**src/rtl/alu_cmd_seq_if.sv**
```systemverilog
// Handshake and ALU bus for alu_cmd_seq: command input, ALU drive/return,
// response output and status. The slave modport is the sequencer side.
interface alu_cmd_seq_if;
   logic       cmd_valid;
   logic       cmd_ready;
   logic [3:0] cmd_a;
   logic [3:0] cmd_b;
   logic [1:0] cmd_op;
   logic       alu_en;
   logic [3:0] alu_a;
   logic [3:0] alu_b;
   logic [1:0] alu_op;
   logic [4:0] alu_c;
   logic       rsp_valid;
   logic       rsp_ready;
   logic [4:0] rsp_c;
   logic [1:0] rsp_op;
   logic       rsp_zero;
   logic       rsp_neg;
   logic       busy;
   logic [7:0] ops_done;

   modport slave (
      input  cmd_valid, cmd_a, cmd_b, cmd_op, alu_c, rsp_ready,
      output cmd_ready, alu_en, alu_a, alu_b, alu_op,
             rsp_valid, rsp_c, rsp_op, rsp_zero, rsp_neg, busy, ops_done
   );

   modport master (
      output cmd_valid, cmd_a, cmd_b, cmd_op, alu_c, rsp_ready,
      input  cmd_ready, alu_en, alu_a, alu_b, alu_op,
             rsp_valid, rsp_c, rsp_op, rsp_zero, rsp_neg, busy, ops_done
   );
endinterface

```
**src/rtl/alu_cmd_seq.sv**
```systemverilog
// Command sequencer: queues ALU commands in a FIFO, issues one at a time to an
// external registered ALU and holds each result until the consumer takes it.
module alu_cmd_seq #(
   parameter int unsigned DEPTH = 4
) (
   input  logic         clk,
   input  logic         rst,
   alu_cmd_seq_if.slave bus
);

   localparam int unsigned AW = $clog2(DEPTH);
   localparam int unsigned EW = 10;

   typedef enum logic [1:0] {IDLE, ISSUE, CAPTURE, HOLD} state_t;

   state_t        state_q, state_d;

   logic [EW-1:0] mem_q [DEPTH];
   logic [AW-1:0] wr_ptr_q, wr_ptr_d;
   logic [AW-1:0] rd_ptr_q, rd_ptr_d;
   logic [AW:0]   cnt_q, cnt_d;

   logic          alu_en_q, alu_en_d;
   logic [3:0]    alu_a_q, alu_a_d;
   logic [3:0]    alu_b_q, alu_b_d;
   logic [1:0]    alu_op_q, alu_op_d;
   logic          rsp_valid_q, rsp_valid_d;
   logic [4:0]    rsp_c_q, rsp_c_d;
   logic [1:0]    rsp_op_q, rsp_op_d;
   logic [7:0]    ops_done_q, ops_done_d;

   logic          full, empty, push, pop, rsp_hs;
   logic [EW-1:0] head;

   assign full   = (cnt_q == (AW+1)'(DEPTH));
   assign empty  = (cnt_q == '0);
   // Full blocks the push even when IDLE pops in the same cycle.
   assign push   = bus.cmd_valid && !full;
   assign pop    = (state_q == IDLE) && !empty;
   assign rsp_hs = rsp_valid_q && bus.rsp_ready;
   assign head   = mem_q[rd_ptr_q];

   // FIFO storage carries no reset; occupancy is governed by cnt_q alone.
   always_ff @(posedge clk) begin
      if (push) begin
         mem_q[wr_ptr_q] <= {bus.cmd_a, bus.cmd_b, bus.cmd_op};
      end
   end

   always_comb begin
      wr_ptr_d = wr_ptr_q;
      rd_ptr_d = rd_ptr_q;
      cnt_d    = cnt_q;
      if (push) begin
         wr_ptr_d = wr_ptr_q + AW'(1);
      end
      if (pop) begin
         rd_ptr_d = rd_ptr_q + AW'(1);
      end
      case ({push, pop})
         2'b10:   cnt_d = cnt_q + (AW+1)'(1);
         2'b01:   cnt_d = cnt_q - (AW+1)'(1);
         default: cnt_d = cnt_q;
      endcase
   end

   always_ff @(posedge clk or negedge rst) begin
      if (!rst) begin
         wr_ptr_q <= '0;
         rd_ptr_q <= '0;
         cnt_q    <= '0;
      end else begin
         wr_ptr_q <= wr_ptr_d;
         rd_ptr_q <= rd_ptr_d;
         cnt_q    <= cnt_d;
      end
   end

   always_ff @(posedge clk or negedge rst) begin
      if (!rst) begin
         state_q <= IDLE;
      end else begin
         state_q <= state_d;
      end
   end

   always_comb begin
      state_d = state_q;
      case (state_q)
         IDLE:    if (!empty) state_d = ISSUE;
         ISSUE:   state_d = CAPTURE;
         CAPTURE: state_d = HOLD;
         HOLD:    if (rsp_hs) state_d = IDLE;
         default: state_d = IDLE;
      endcase
   end

   always_comb begin
      alu_en_d    = 1'b0;
      alu_a_d     = alu_a_q;
      alu_b_d     = alu_b_q;
      alu_op_d    = alu_op_q;
      rsp_valid_d = rsp_valid_q;
      rsp_c_d     = rsp_c_q;
      rsp_op_d    = rsp_op_q;
      ops_done_d  = ops_done_q;
      case (state_q)
         IDLE: begin
            if (!empty) begin
               alu_en_d = 1'b1;
               {alu_a_d, alu_b_d, alu_op_d} = head;
            end
         end
         CAPTURE: begin
            rsp_valid_d = 1'b1;
            rsp_c_d     = bus.alu_c;
            rsp_op_d    = alu_op_q;
         end
         HOLD: begin
            if (rsp_hs) begin
               rsp_valid_d = 1'b0;
               ops_done_d  = ops_done_q + 8'd1;
            end
         end
         default: ;
      endcase
   end

   always_ff @(posedge clk or negedge rst) begin
      if (!rst) begin
         alu_en_q    <= 1'b0;
         alu_a_q     <= '0;
         alu_b_q     <= '0;
         alu_op_q    <= '0;
         rsp_valid_q <= 1'b0;
         rsp_c_q     <= '0;
         rsp_op_q    <= '0;
         ops_done_q  <= '0;
      end else begin
         alu_en_q    <= alu_en_d;
         alu_a_q     <= alu_a_d;
         alu_b_q     <= alu_b_d;
         alu_op_q    <= alu_op_d;
         rsp_valid_q <= rsp_valid_d;
         rsp_c_q     <= rsp_c_d;
         rsp_op_q    <= rsp_op_d;
         ops_done_q  <= ops_done_d;
      end
   end

   assign bus.cmd_ready = !full;
   assign bus.alu_en    = alu_en_q;
   assign bus.alu_a     = alu_a_q;
   assign bus.alu_b     = alu_b_q;
   assign bus.alu_op    = alu_op_q;
   assign bus.rsp_valid = rsp_valid_q;
   assign bus.rsp_c     = rsp_c_q;
   assign bus.rsp_op    = rsp_op_q;
   assign bus.rsp_zero  = (rsp_c_q == '0);
   assign bus.rsp_neg   = rsp_c_q[4];
   assign bus.busy      = (state_q != IDLE) || !empty;
   assign bus.ops_done  = ops_done_q;

endmodule

```
**src/flat_wrapper.sv**
```systemverilog
// flat-port wrapper written by rule: the top's interface ports become plain ports
module alu_cmd_seq_flat 
#(
   parameter int unsigned DEPTH = 4
)
  (clk, rst, bus_cmd_valid, bus_cmd_a, bus_cmd_b, bus_cmd_op, bus_alu_c, bus_rsp_ready, bus_cmd_ready, bus_alu_en, bus_alu_a, bus_alu_b, bus_alu_op, bus_rsp_valid, bus_rsp_c, bus_rsp_op, bus_rsp_zero, bus_rsp_neg, bus_busy, bus_ops_done);
  alu_cmd_seq_if bus_i ();
  input  logic clk;
  input  logic rst;
  input wire logic [$bits(bus_i.cmd_valid)-1:0] bus_cmd_valid;
  input wire logic [$bits(bus_i.cmd_a)-1:0] bus_cmd_a;
  input wire logic [$bits(bus_i.cmd_b)-1:0] bus_cmd_b;
  input wire logic [$bits(bus_i.cmd_op)-1:0] bus_cmd_op;
  input wire logic [$bits(bus_i.alu_c)-1:0] bus_alu_c;
  input wire logic [$bits(bus_i.rsp_ready)-1:0] bus_rsp_ready;
  output wire logic [$bits(bus_i.cmd_ready)-1:0] bus_cmd_ready;
  output wire logic [$bits(bus_i.alu_en)-1:0] bus_alu_en;
  output wire logic [$bits(bus_i.alu_a)-1:0] bus_alu_a;
  output wire logic [$bits(bus_i.alu_b)-1:0] bus_alu_b;
  output wire logic [$bits(bus_i.alu_op)-1:0] bus_alu_op;
  output wire logic [$bits(bus_i.rsp_valid)-1:0] bus_rsp_valid;
  output wire logic [$bits(bus_i.rsp_c)-1:0] bus_rsp_c;
  output wire logic [$bits(bus_i.rsp_op)-1:0] bus_rsp_op;
  output wire logic [$bits(bus_i.rsp_zero)-1:0] bus_rsp_zero;
  output wire logic [$bits(bus_i.rsp_neg)-1:0] bus_rsp_neg;
  output wire logic [$bits(bus_i.busy)-1:0] bus_busy;
  output wire logic [$bits(bus_i.ops_done)-1:0] bus_ops_done;
  assign bus_i.cmd_valid = bus_cmd_valid;
  assign bus_i.cmd_a = bus_cmd_a;
  assign bus_i.cmd_b = bus_cmd_b;
  assign bus_i.cmd_op = bus_cmd_op;
  assign bus_i.alu_c = bus_alu_c;
  assign bus_i.rsp_ready = bus_rsp_ready;
  assign bus_cmd_ready = bus_i.cmd_ready;
  assign bus_alu_en = bus_i.alu_en;
  assign bus_alu_a = bus_i.alu_a;
  assign bus_alu_b = bus_i.alu_b;
  assign bus_alu_op = bus_i.alu_op;
  assign bus_rsp_valid = bus_i.rsp_valid;
  assign bus_rsp_c = bus_i.rsp_c;
  assign bus_rsp_op = bus_i.rsp_op;
  assign bus_rsp_zero = bus_i.rsp_zero;
  assign bus_rsp_neg = bus_i.rsp_neg;
  assign bus_busy = bus_i.busy;
  assign bus_ops_done = bus_i.ops_done;
  alu_cmd_seq #(.DEPTH(DEPTH)) u_core (.clk(clk), .rst(rst), .bus(bus_i));
endmodule
```
**config.mk**
```make
export PLATFORM = sky130hd
export DESIGN_NAME = alu_cmd_seq_flat
export DESIGN_NICKNAME = d
export VERILOG_FILES = /design/src/rtl/alu_cmd_seq_if.sv /design/src/rtl/alu_cmd_seq.sv /design/src/flat_wrapper.sv
export SDC_FILE = /design/constraint.sdc
export NUM_CORES = 1
export LEC_CHECK = 0
export CAP_MARGIN = 20
export CORE_MARGIN = 4
export CORE_UTILIZATION = 54
export CTS_CLUSTER_DIAMETER = 60
export DETAILED_ROUTE_END_ITERATION = 8
export GPL_TIMING_DRIVEN = 1
export PLACE_DENSITY = 0.78
export SYNTH_ARGS = -nofsm -noshare
export SYNTH_HDL_FRONTEND = slang
export SYNTH_SLANG_ARGS = --single-unit
```
**constraint.sdc**
```tcl
create_clock -name clk -period 4.4 [get_ports clk]
set_clock_uncertainty 0.1 [all_clocks]
set_input_delay 0.66 -clock clk [delete_from_list [all_inputs] [get_ports clk]]
set_output_delay 0.66 -clock clk [all_outputs]
set_load 0.03 [all_outputs]
```
======== Yosys cells after proc, flatten, opt, wreduce, memory -nomap -nowiden ========
Memories as Yosys holds them, arrays and structs flattened. A register that Yosys moved wholly into a read port is not among the register bits.
Cells that the tools add are included.
storage, ports and cells
  register bits after elaboration ......... 26
  memory bits (writable) .................. 40
  input bits .............................. 19
  output and inout bits ................... 31
  word-level logic and storage cells ...... 51
  memories kept ........................... 1
cells by class
  $add $sub $neg .......................... 5
  equal/unequal tests ..................... 8
  mux-type cells .......................... 10
  bitwise gates (word level) .............. 1
  reduce and logical (&&, ||, !) cells .... 17
memory list
  memory        depth  bits a word  read ports  clocked after memory_dff  write ports  line               source
  u_core.mem_q  4      10           1           1                         1            alu_cmd_seq.sv:18  logic [EW-1:0] mem_q [DEPTH];
operators by type and width
  kind                 number
  $add 8x1->8 const B  1
  $pmux 2 s4           1
  $reduce_and 2->1     4
  $eq 2x2->1 const B   3
  $pmux 3 s2           1
  $reduce_bool 2->1    3
  $logic_not 5->1      1
  $mux 1               5
  $add 2x1->2 const B  2
  $eq 2x1->1 const B   2
  $mux 2               2
  $add 3x1->3 const B  1
  $eq 3x3->1 const B   1
  $logic_and 1x1->1    3
  $logic_not 1->1      3
  $logic_not 3->1      1
  $sub 3x1->3 const B  1
  $logic_not 2->1      1
  $ne 2x1->1 const B   1
  $ne 2x2->1 const B   1
  $pmux 1 s2           1
  $logic_or 1x1->1     1
  $not 1->1            1

======== Depth between registers and ports, before layout ========
Gate-level depths: netlist (run 1).
  word-level depth ........................ 5
  mapped depth ............................ 10
  gate-level depth less buffers ........... 9

======== Worst setup path before layout (run 1) ========
OpenSTA, ideal clock, no wires.
  path type ............................... reg2reg
  from .................................... register u_core.cnt_q[0]
  to ...................................... register u_core.cnt_q[2]
  setup time .............................. 0.125 ns
  arrival time ............................ 2.117 ns
  required time ........................... 4.175 ns
  path slack .............................. 2.057 ns
  cell stages (with the launch flop) ...... 9
  buffers on the path ..................... 1
  period minus slack after synthesis ...... 2.343 ns
  cell sequence ........................... dfrtp_1 > o31ai_1 > inv_1 > clkbuf_1 > ha_1 > fa_1 > xnor2_1 > nor2_1 > xor2_1
between the ends
  longest elaborated chain between the ends .. 5
  elaborated cells on any way between the ends .. 12
  those cells by class .................... 2 x add/sub; 3 x eq/ne; 1 x mux; 6 x reduce/logical
ends and longest elaborated chain
  what                                                    line                                  source
  start, declared                                         alu_cmd_seq.sv:21                     logic [AW:0] cnt_q, cnt_d;
  start signal, assigned                                  alu_cmd_seq.sv:75                     cnt_q <= cnt_d;
  $eq 3x3->1 / $logic_not 3->1 (equally long branches)    alu_cmd_seq.sv:35, alu_cmd_seq.sv:36
  $logic_not 1->1 (on tied branches)                      alu_cmd_seq.sv:38, alu_cmd_seq.sv:39
  $logic_and 1x1->1 (on tied branches)                    alu_cmd_seq.sv:38, alu_cmd_seq.sv:39
  $eq 2x1->1 / $eq 2x2->1 (equally long branches)         alu_cmd_seq.sv:60                     case ({push, pop})
  $pmux 3 s2 / $reduce_bool 2->1 (equally long branches)  --
Parallel ways exist; a longest one is shown, timed or not.
A chain may end at the register's enable or synchronous reset.

======== Final worst setup path (run 1) ========
  from .................................... register u_core.rsp_c_q[0] (netlist: u_core.bus.rsp_c[0])
  to ...................................... output port bus_rsp_zero
between the ends
  longest elaborated chain between the ends .. 1
ends and longest elaborated chain
  what                    line                source
  start, declared         alu_cmd_seq.sv:28   logic [4:0] rsp_c_q, rsp_c_d;
  start signal, assigned  alu_cmd_seq.sv:145  rsp_c_q <= rsp_c_d;
  $logic_not 5->1         alu_cmd_seq.sv:159  assign bus.rsp_zero = (rsp_c_q == '0);
  end, declared           flat_wrapper.sv:24  output wire logic [$bits(bus_i.rsp_zero)-1:0] bus_rsp_zero;
No other way between the ends.

==> flow_summary.json, run 1 <==
{
  "final_cell_mix": "48 x clkdlybuf4s50_1, 40 x edfxtp_1, 38 x nand2_1",
  "fmax_mhz": 365,
  "fin_setup_tns_ps": 0,
  "syn_to_final_growth_pct": 24.0,
  "ys.flop_type": "edfxtp_1",
  "drv_cap": 0,
  "final_util_pct": 69.0,
  "nets": 281,
  "drt_iter0_markers": 97,
  "core_mm2": 0.00551,
  "die_w_um": 83.3,
  "die_h_um": 83.3,
  "grt.total_usage_pct": 15.0,
  "synth_seq_cells": 76,
  "routedWlPerCell_um": 14.7,
  "clock_path_buffers": 2,
  "dr.pass1.iters": 4,
  "post_cts_resized": 0,
  "antennaDiodeCount": 0,
  "endpoint_kind": "output port",
  "clk_pin_slew_ps": 70,
  "timing.final.crit_share_pct": 62.2,
  "ant_nets": 0,
  "final_layout_size_suffix_gt1_share_pct": 16.8,
  "synth_warnings": 0,
  "ctsRootBufferMaster": "clkbuf_8",
  "fin_crit_ps": 2740,
  "yosysUniqueCellTypes": 27,
  "rsz0062_at_grt": "false",
  "cts_hold_buf": 0,
  "sequentialPowerShare_pct": 42.3,
  "io_pins": 50,
  "hold_class": "input port to async pin",
  "vias_per_cell": 5.06,
  "io_buffers": 49,
  "netlist.area_leader.share_pct": 39.2,
  "worstPathMaxFanout": 3,
  "synth-seq-area-share_pct": 68.6,
  "pre_cts_slack_ps": 1710,
  "synth_top_area_cell": "edfxtp_1",
  "grt_pass1_vias": 1719,
  "insertion_delay_ps": 330,
  "syn_area_mm2": 0.00306,
  "cts-buffers-inserted": 9,
  "hpwl_um": 3300,
  "power.share.combinational_pct": 39.8,
  "grt_pass1_wl_um": 8070,
  "start_util_pct": 55.6,
  "p_int_w": 0.00177,
  "gp_congestion": 0.760,
  "p_leak_nw": 1.55,
  "grt_max_degree": 37,
  "power_w": 0.00275,
  "crit_arrival_ps": 1980,
  "tritoncts": "done",
  "worst_pin_slew_ps": 752,
  "synthArstFlopShare_pct": 47.4,
  "dieArea_mm2": 0.00694,
  "syn_area_per_cell_um2": 15.6,
  "peakVddDrop_mv": 0.357,
  "rows": 27,
  "synth_nets": 226,
  "antenna_found_initial": 0,
  "htree_levels": 3,
  "worstPathRequired_ps": 3640,
  "worst_slack_ps": 1660,
  "clkSinkCount": 76,
  "cts_setup_buffers": 0,
  "synth_cells": 196,
  "switchingPower_w": 0.000979,
  "n_fill_cell": 389,
  "setup_violations": 0,
  "route.detailed.drc": 0,
  "via_count": 1659,
  "overflow": 0,
  "slew_headroom_pct": 49.9,
  "start_kind": "register",
  "outcome": "finished, final reports clean",
  "clockPowerShare_pct": 17.8,
  "swShare_pct": 35.6,
  "path_class": "register to output port",
  "final_common_cell": "clkdlybuf4s50_1",
  "synth.area.top_cells": "edfxtp_1 39%, dfrtp_1 29%, mux4_2 7.3%",
  "synth_edf_count": 40,
  "power_per_cell_area_mw_per_mm2": 724,
  "hold_violations": 0,
  "wirelength_um": 4830,
  "slew_violations": 0
}
## stage by stage
stage               cell area [µm²]  instances  hold WS [ps]
detailed placement             3620        312           361
floorplan                      3060        196           264
CTS                            3800        328           312
global placement               3620        312           360
finish                         3800        328           291
global route                   3800        328           350
## power groups by stage
stage | clock, W | sequential (W) | combinational, W
CTS | 0.000505 | 0.00117 | 0.00111
global placement | 0 | 0.00118 | 0.00108
detailed placement | 0 | 0.00118 | 0.00111
floorplan | 0 | 0.00131 | 0.000591
finish | 0.000490 | 0.00116 | 0.00110
global route | 0.000542 | 0.00120 | 0.00119
## path summary, 6_finish.rpt
check	from	endpoint	slack, ps	cells after the start
worst min-delay path	rst	u_core.bus.ops_done[6]	290	1
worst min register to register	u_core.bus.ops_done[7]	u_core.bus.ops_done[7]	370	1
worst max register to register	u_core.state_q[1]	u_core.cnt_q[2]	1900	10
min in group clk	u_core.bus.ops_done[7]	u_core.bus.ops_done[7]	370	1
worst max-delay path	u_core.bus.rsp_c[0]	bus_rsp_zero	1660	3
max in group asynchronous	rst	u_core.bus.rsp_valid	3420	1
## flip-flops by register name, summed over array words and instances (netlist names)
register / count
u_core.bus.alu_en: 1
u_core.bus.rsp_c: 5
u_core.bus.alu_b: 4
u_core.bus.alu_op: 2
u_core.bus.alu_a: 4
u_core.bus.rsp_op: 2
u_core.state_q: 2
u_core.bus.rsp_valid: 1
u_core.bus.ops_done: 8
u_core.rd_ptr_q: 2
u_core.wr_ptr_q: 2
u_core.cnt_q: 3
u_core.mem_q: 40
## metal layers
layer	global-route usage, %	share of wire [%]
met5	0	0
met4	7.13	1.8
met3	3.87	6.5
met2	23.5	48
met1	19.5	44
## worst max-delay path, stage by stage (launching register included)
cell	delay, ps
dfrtp_1	380
or4_1	510
nor2_1	90
clkdlybuf4s50_1	670
## synth_stat cells, drive strengths merged (2+ instances only)
library cell and number:
nor2 6, and3 4, mux4 10, clkbuf 3
xor2 6, buf 3, nor3 3, nand2 38
inv 7, nand4 2, mux2 11, edfxtp 40
ha 10, dfrtp 36, xnor2 7
## kinds of logic after synthesis
group	share of synthesized area [%]
AOI/OAI and AO/OA	0.694
and+or+nand+nor	8.53
muxes	11.8
adders and majority gates	4.74
buffers and inverters	1.88
xor gates and xnor gates	3.72
DFF	68.6
## layout make-up
| type | count | area [µm²] | area share [%] |
|---|---|---|---|
| clock buffer | 11 | 131 | 3.46 |
| multi-input combinational | 107 | 905 | 23.8 |
| inverter | 7 | 26.3 | 0.691 |
| clock inverter | 5 | 52.6 | 1.38 |
| tap | 72 | 90.1 | 2.37 |
| sequential | 76 | 2100 | 55.3 |
| timing repair buffer | 50 | 493 | 13.0 |
No activity file was read; power rests on OpenSTA's default activity.
==> run 2, diff against run 1 <==
--- a/config.mk
+++ b/config.mk
@@ -7,11 +7,11 @@
 export LEC_CHECK = 0
 export CAP_MARGIN = 20
 export CORE_MARGIN = 4
-export CORE_UTILIZATION = 54
+export CORE_UTILIZATION = 47
 export CTS_CLUSTER_DIAMETER = 60
 export DETAILED_ROUTE_END_ITERATION = 8
 export GPL_TIMING_DRIVEN = 1
-export PLACE_DENSITY = 0.78
+export PLACE_DENSITY = 0.71
 export SYNTH_ARGS = -nofsm -noshare
 export SYNTH_HDL_FRONTEND = slang
 export SYNTH_SLANG_ARGS = --single-unit
==> constraint.sdc (replaced) <==
create_clock -name clk -period 2.5 [get_ports clk]
set_clock_uncertainty 0.1 [all_clocks]
set_input_delay 0.375 -clock clk [delete_from_list [all_inputs] [get_ports clk]]
set_output_delay 0.375 -clock clk [all_outputs]
set_load 0.03 [all_outputs]
==> run 2 against run 1 <==
  * Clock-buffer cell count down 2
  * Utilization down 9.0 points
  * Hold slack worse by 280 ps
  * Via count up 1.1%
  * Register-to-register slack worse by 1600 ps
  * Die area up 13%
  * Clock power up 68%
  * Critical path depth down 1
  * Critical path type unchanged
  * Largest cell class unchanged
  * Largest power group unchanged
  * Highest routed layer unchanged
==> flow_summary.json, run 2 (synthesized netlist as in run 1, its figures left out) <==
{
  "wirelength_um": 5060,
  "crit_chain": "or3b_4, clkdlybuf4s50_1",
  "drv_cap": 0,
  "post_cts_resized": 1,
  "fmax_mhz": 429,
  "nets": 283,
  "slew_violations": 0,
  "peakVddDrop_mv": 0.702,
  "rsz0062_at_grt": "false",
  "final_layout_size_suffix_gt1_share_pct": 18.2,
  "insertion_delay_ps": 340,
  "path_class": "register to output port",
  "fin_crit_ps": 2330,
  "largest_reg_flops": 40,
  "n_fill_cell": 502,
  "multiInputGateArea_um2": 905,
  "worst-path-buf-inv": 1,
  "start_kind": "register",
  "endpoint_kind": "output port",
  "worstPathRequired_ps": 2030,
  "via_count": 1677,
  "slew_headroom_pct": 47.1,
  "final_cell_mix": "47 x clkdlybuf4s50_1, 40 x edfxtp_1, 38 x nand2_1",
  "fin_setup_tns_ps": 0,
  "power_per_cell_area_mw_per_mm2": 1270,
  "ant_nets": 0,
  "design_area_mm2": 0.00381,
  "grt_pass1_wl_um": 8280,
  "ctsRootBufferMaster": "clkbuf_8",
  "place_area_mm2": 0.00364,
  "final_common_cell": "clkdlybuf4s50_1",
  "dr.pass1.iters": 4,
  "cts-buffers-inserted": 9,
  "slowest_stage": "clkdlybuf4s50_1",
  "setup_violations": 0,
  "final_util_pct": 60.0,
  "io_pins": 50,
  "drt_iter0_markers": 112,
  "grt.total_usage_pct": 14.6,
  "grt_max_degree": 37,
  "tritoncts": "done",
  "die_h_um": 88.7,
  "hold_violations": 0,
  "slowest_delay_ps": 610,
  "hpwl_um": 3500,
  "hold_class": "input port to async pin",
  "rows": 29,
  "crit_arrival_ps": 1860,
  "antenna_found_initial": 0,
  "routedWlPerCell_um": 15.1,
  "clk_pin_slew_ps": 80,
  "worst_pin_slew_ps": 794,
  "core_mm2": 0.00635,
  "clock_path_buffers": 2,
  "outcome": "finished, final reports clean",
  "grt_pass1_vias": 1628,
  "gp_congestion": 0.747,
  "vias_per_cell": 5.01,
  "top_register": "u_core.mem_q",
  "clkSinkCount": 76,
  "seqCellArea_mm2": 0.00210,
  "cts_hold_buf": 0,
  "route.detailed.drc": 0,
  "overflow": 0,
  "io_buffers": 49,
  "antennaDiodeCount": 0,
  "die_w_um": 88.7,
  "htree_levels": 3,
  "start_util_pct": 48.3,
  "r2r_setup_slack_ps": 290,
  "p_leak_nw": 1.56,
  "path_delay_family": "buffers and inverters",
  "timing.final.crit_share_pct": 93.3,
  "cts_setup_buffers": 0,
  "dieArea_mm2": 0.00788,
  "syn_to_final_growth_pct": 24.4,
  "worstPathMaxFanout": 6
}
[run 2: changes by cell type in the layout (fill, tap and decap cells not counted)]
cell,before,now
clkbuf_1,2,0
clkinv_2,3,1
buf_4,1,3
clkinvlp_2,0,1
inv_6,0,1
clkinv_4,0,3
bufinv_16,1,0
dlygate4sd2_1,0,1
clkdlybuf4s50_1,48,47
[run 2: final cells by class]
type                            count  share of cell area [%]
Sequential cell                    76                    55.1
Multi-Input combinational cell    107                    23.7
Tap cell                           77                    2.53
Clock inverter                      7                    1.38
Inverter                            7                   0.689
Clock buffer                        9                    3.25
Timing Repair Buffer               52                    13.3
[run 2: metal layers]
metal / share of wire, % / vias to the layer above / GRT usage (%)
met1: 45 / 814 / 19.6
met2: 48 / 40 / 21.3
met5: 0 / - / 0
met3: 5.6 / 7 / 6.05
met4: 1.3 / 0 / 5.77
li1: - / 816 / -
[run 2: through the flow]
step	worst slack [ps]	hold slack (ps)	total power (W)	cells
2_1_floorplan	157	-20.6	0.00335	196
3_3_place_gp	175	355	0.00402	319
3_5_place_dp	122	359	0.00407	319
4_1_cts	144	22.8	0.00490	335
5_1_grt	95.3	54.2	0.00517	335
6_report	168	9.17	0.00482	335
[run 2: path summary, 6_finish.rpt]
| kind | cells past startpoint | from | endpoint |
|---|---|---|---|
| hold reg to reg | 1 | u_core.bus.ops_done[7] | u_core.bus.ops_done[7] |
| hold / removal | 1 | rst | u_core.bus.ops_done[3] |
| min in group clk | 1 | u_core.bus.ops_done[7] | u_core.bus.ops_done[7] |
| max in group asynchronous | 1 | rst | u_core.bus.alu_op[1] |
| setup / recovery | 2 | u_core.cnt_q[0] | bus_cmd_ready |
| setup reg to reg | 6 | u_core.cnt_q[0] | u_core.cnt_q[1] |
[run 2: report_power, final]
| group | switching (W) | total, W | internal, W |
|---|---|---|---|
| clock | 0.000461 | 0.000825 | 0.000364 |
| combinational | 0.00105 | 0.00200 | 0.000948 |
| sequential | 0.000267 | 0.00200 | 0.00173 |
| total | 0.00178 | 0.00482 | 0.00305 |
[run 2: worst register-to-register path, stage by stage, from the launching register on]
cell and delay (ps):
dfrtp_1 450, or3b_4 450, and2_4 190, inv_1 50, ha_1 200, fa_1 400, mux2_2 260
==> run 3, diff against run 2 <==
--- a/config.mk
+++ b/config.mk
@@ -11,7 +11,7 @@
 export CTS_CLUSTER_DIAMETER = 60
 export DETAILED_ROUTE_END_ITERATION = 8
 export GPL_TIMING_DRIVEN = 1
-export PLACE_DENSITY = 0.71
+export PLACE_DENSITY = 0.74
 export SYNTH_ARGS = -nofsm -noshare
 export SYNTH_HDL_FRONTEND = slang
 export SYNTH_SLANG_ARGS = --single-unit
==> run 3 against run 2 <==
  * Sequential power about the same
  * Critical path depth did not move
  * Combinational power about the same
  * Total power is essentially flat
  * Largest power group unchanged
  * Sequential share of layout area barely moved
  * Sequential cell count stayed put
  * Routed wire length down 1.0%
  * Global-route usage decreased by 0.25 points
  * Clock-buffer cell count unchanged
  * Worst setup slack improved by 23 ps
==> flow_summary.json, run 3 (synthesized netlist as in run 1, its figures left out) <==
{
  "outcome": "finished, final reports clean",
  "gp_congestion": 0.799,
  "fin_crit_ps": 2310,
  "clkSinkCount": 76,
  "top_register": "u_core.mem_q",
  "final_layout_size_suffix_gt1_share_pct": 17.8,
  "route.met2.wl_um": 2450,
  "route.detailed.drc": 0,
  "antenna_found_initial": 0,
  "vias_per_cell": 5.04,
  "multiInputGateArea_um2": 905,
  "n_fill_cell": 502,
  "clk_pin_slew_ps": 80,
  "crit_arrival_ps": 1830,
  "insertion_delay_ps": 340,
  "worstPathRequired_ps": 2030,
  "dieArea_mm2": 0.00788,
  "fmax_mhz": 433,
  "drv_cap": 0,
  "clock_path_buffers": 2,
  "fin_setup_tns_ps": 0,
  "ant_nets": 0,
  "place_area_mm2": 0.00364,
  "wirelength_um": 5010,
  "hold_class": "input port to async pin",
  "grt_max_degree": 37,
  "rsz0062_at_grt": "false",
  "p_leak_nw": 1.55,
  "peakVddDrop_mv": 0.787,
  "pre_cts_slack_ps": 118,
  "die_w_um": 88.7,
  "tritoncts": "done",
  "drt_iter0_markers": 104,
  "overflow": 0,
  "routedWlPerCell_um": 14.9,
  "nets": 283,
  "antennaDiodeCount": 0,
  "hold_violations": 0,
  "final_common_cell": "clkdlybuf4s50_1",
  "slew_violations": 0,
  "htree_levels": 3,
  "final_cell_mix": "47 x clkdlybuf4s50_1, 40 x edfxtp_1, 38 x nand2_1",
  "cts-buffers-inserted": 9,
  "setup_violations": 0,
  "endpoint_kind": "output port",
  "grt_pass1_vias": 1683,
  "ctsRootBufferMaster": "clkbuf_8",
  "via_count": 1690,
  "syn_to_final_growth_pct": 24.3,
  "dr.pass1.iters": 4,
  "core_mm2": 0.00635,
  "design_area_mm2": 0.00381,
  "start_util_pct": 48.3,
  "final_util_pct": 60.0,
  "largest_reg_flops": 40,
  "wl_met1_um": 2180,
  "seqCellArea_mm2": 0.00210,
  "worst_pin_slew_ps": 776,
  "post_cts_resized": 1,
  "grt.total_usage_pct": 14.4,
  "hpwl_um": 3510,
  "worstPathMaxFanout": 6,
  "die_h_um": 88.7,
  "cts_hold_buf": 0,
  "rows": 29,
  "cts_setup_buffers": 0,
  "grt_pass1_wl_um": 8130,
  "routed.top_layer": "met4",
  "power_per_cell_area_mw_per_mm2": 1270,
  "path_class": "register to output port",
  "io_buffers": 49,
  "timing.final.crit_share_pct": 92.3,
  "wl_met3_um": 292,
  "worst_slack_ps": 192,
  "start_kind": "register",
  "slew_headroom_pct": 48.2,
  "io_pins": 50
}
run 3: changes by cell type in the layout (fill, tap and decap cells not counted):
cell / delta
clkinv_1: +1
clkinv_2: -1
clkinv_4: -2
clkinvlp_4: +1
inv_6: +1
run 3: path summary, 6_finish.rpt:
kind                            slack [ps]                endpoint                   start  cells after the start
worst max-delay path                   190           bus_cmd_ready         u_core.cnt_q[0]                      2
worst min-delay path                     1  u_core.bus.ops_done[7]                     rst                      1
worst max register to register         310         u_core.cnt_q[1]         u_core.cnt_q[0]                      6
worst min register to register         360  u_core.bus.ops_done[7]  u_core.bus.ops_done[7]                      1
max in group asynchronous             1800     u_core.bus.alu_b[2]                     rst                      1
min in group clk                       360  u_core.bus.ops_done[7]  u_core.bus.ops_done[7]                      1
run 3: final cells by class:
type                            instances  area share [%]
Clock inverter                          7            1.31
Clock buffer                            9            3.25
Tap cell                               77            2.53
Multi-Input combinational cell        107            23.7
Sequential cell                        76            55.2
Inverter                                7           0.690
Timing Repair Buffer                   52            13.3
run 3: layer usage:
metal	track usage (%)	up-vias
li1	-	815
met1	17.5	832
met2	22.6	35
met3	5.49	8
met4	6.59	0
met5	0	-
run 3: report_power, final:
group          switching [W]  total [W]  internal [W]
Clock               0.000455   0.000817      0.000362
Combinational        0.00105    0.00200      0.000948
Sequential          0.000268    0.00200       0.00173
Total                0.00178    0.00482       0.00304
run 3: critical path, cell delays in order (launching register included):
cell and delay, ps:
dfrtp_1 440, or3b_4 450, clkdlybuf4s50_1 610
run 3: metrics by stage:
stage | total power (W) | hold WS (ps) | cells
after detailed placement | 0.00407 | 360 | 319
final | 0.00482 | 1.40 | 335
after CTS | 0.00490 | 25.4 | 335
after global placement | 0.00402 | 357 | 319
after global routing | 0.00517 | 50.6 | 335
after floorplan | 0.00335 | -20.6 | 196
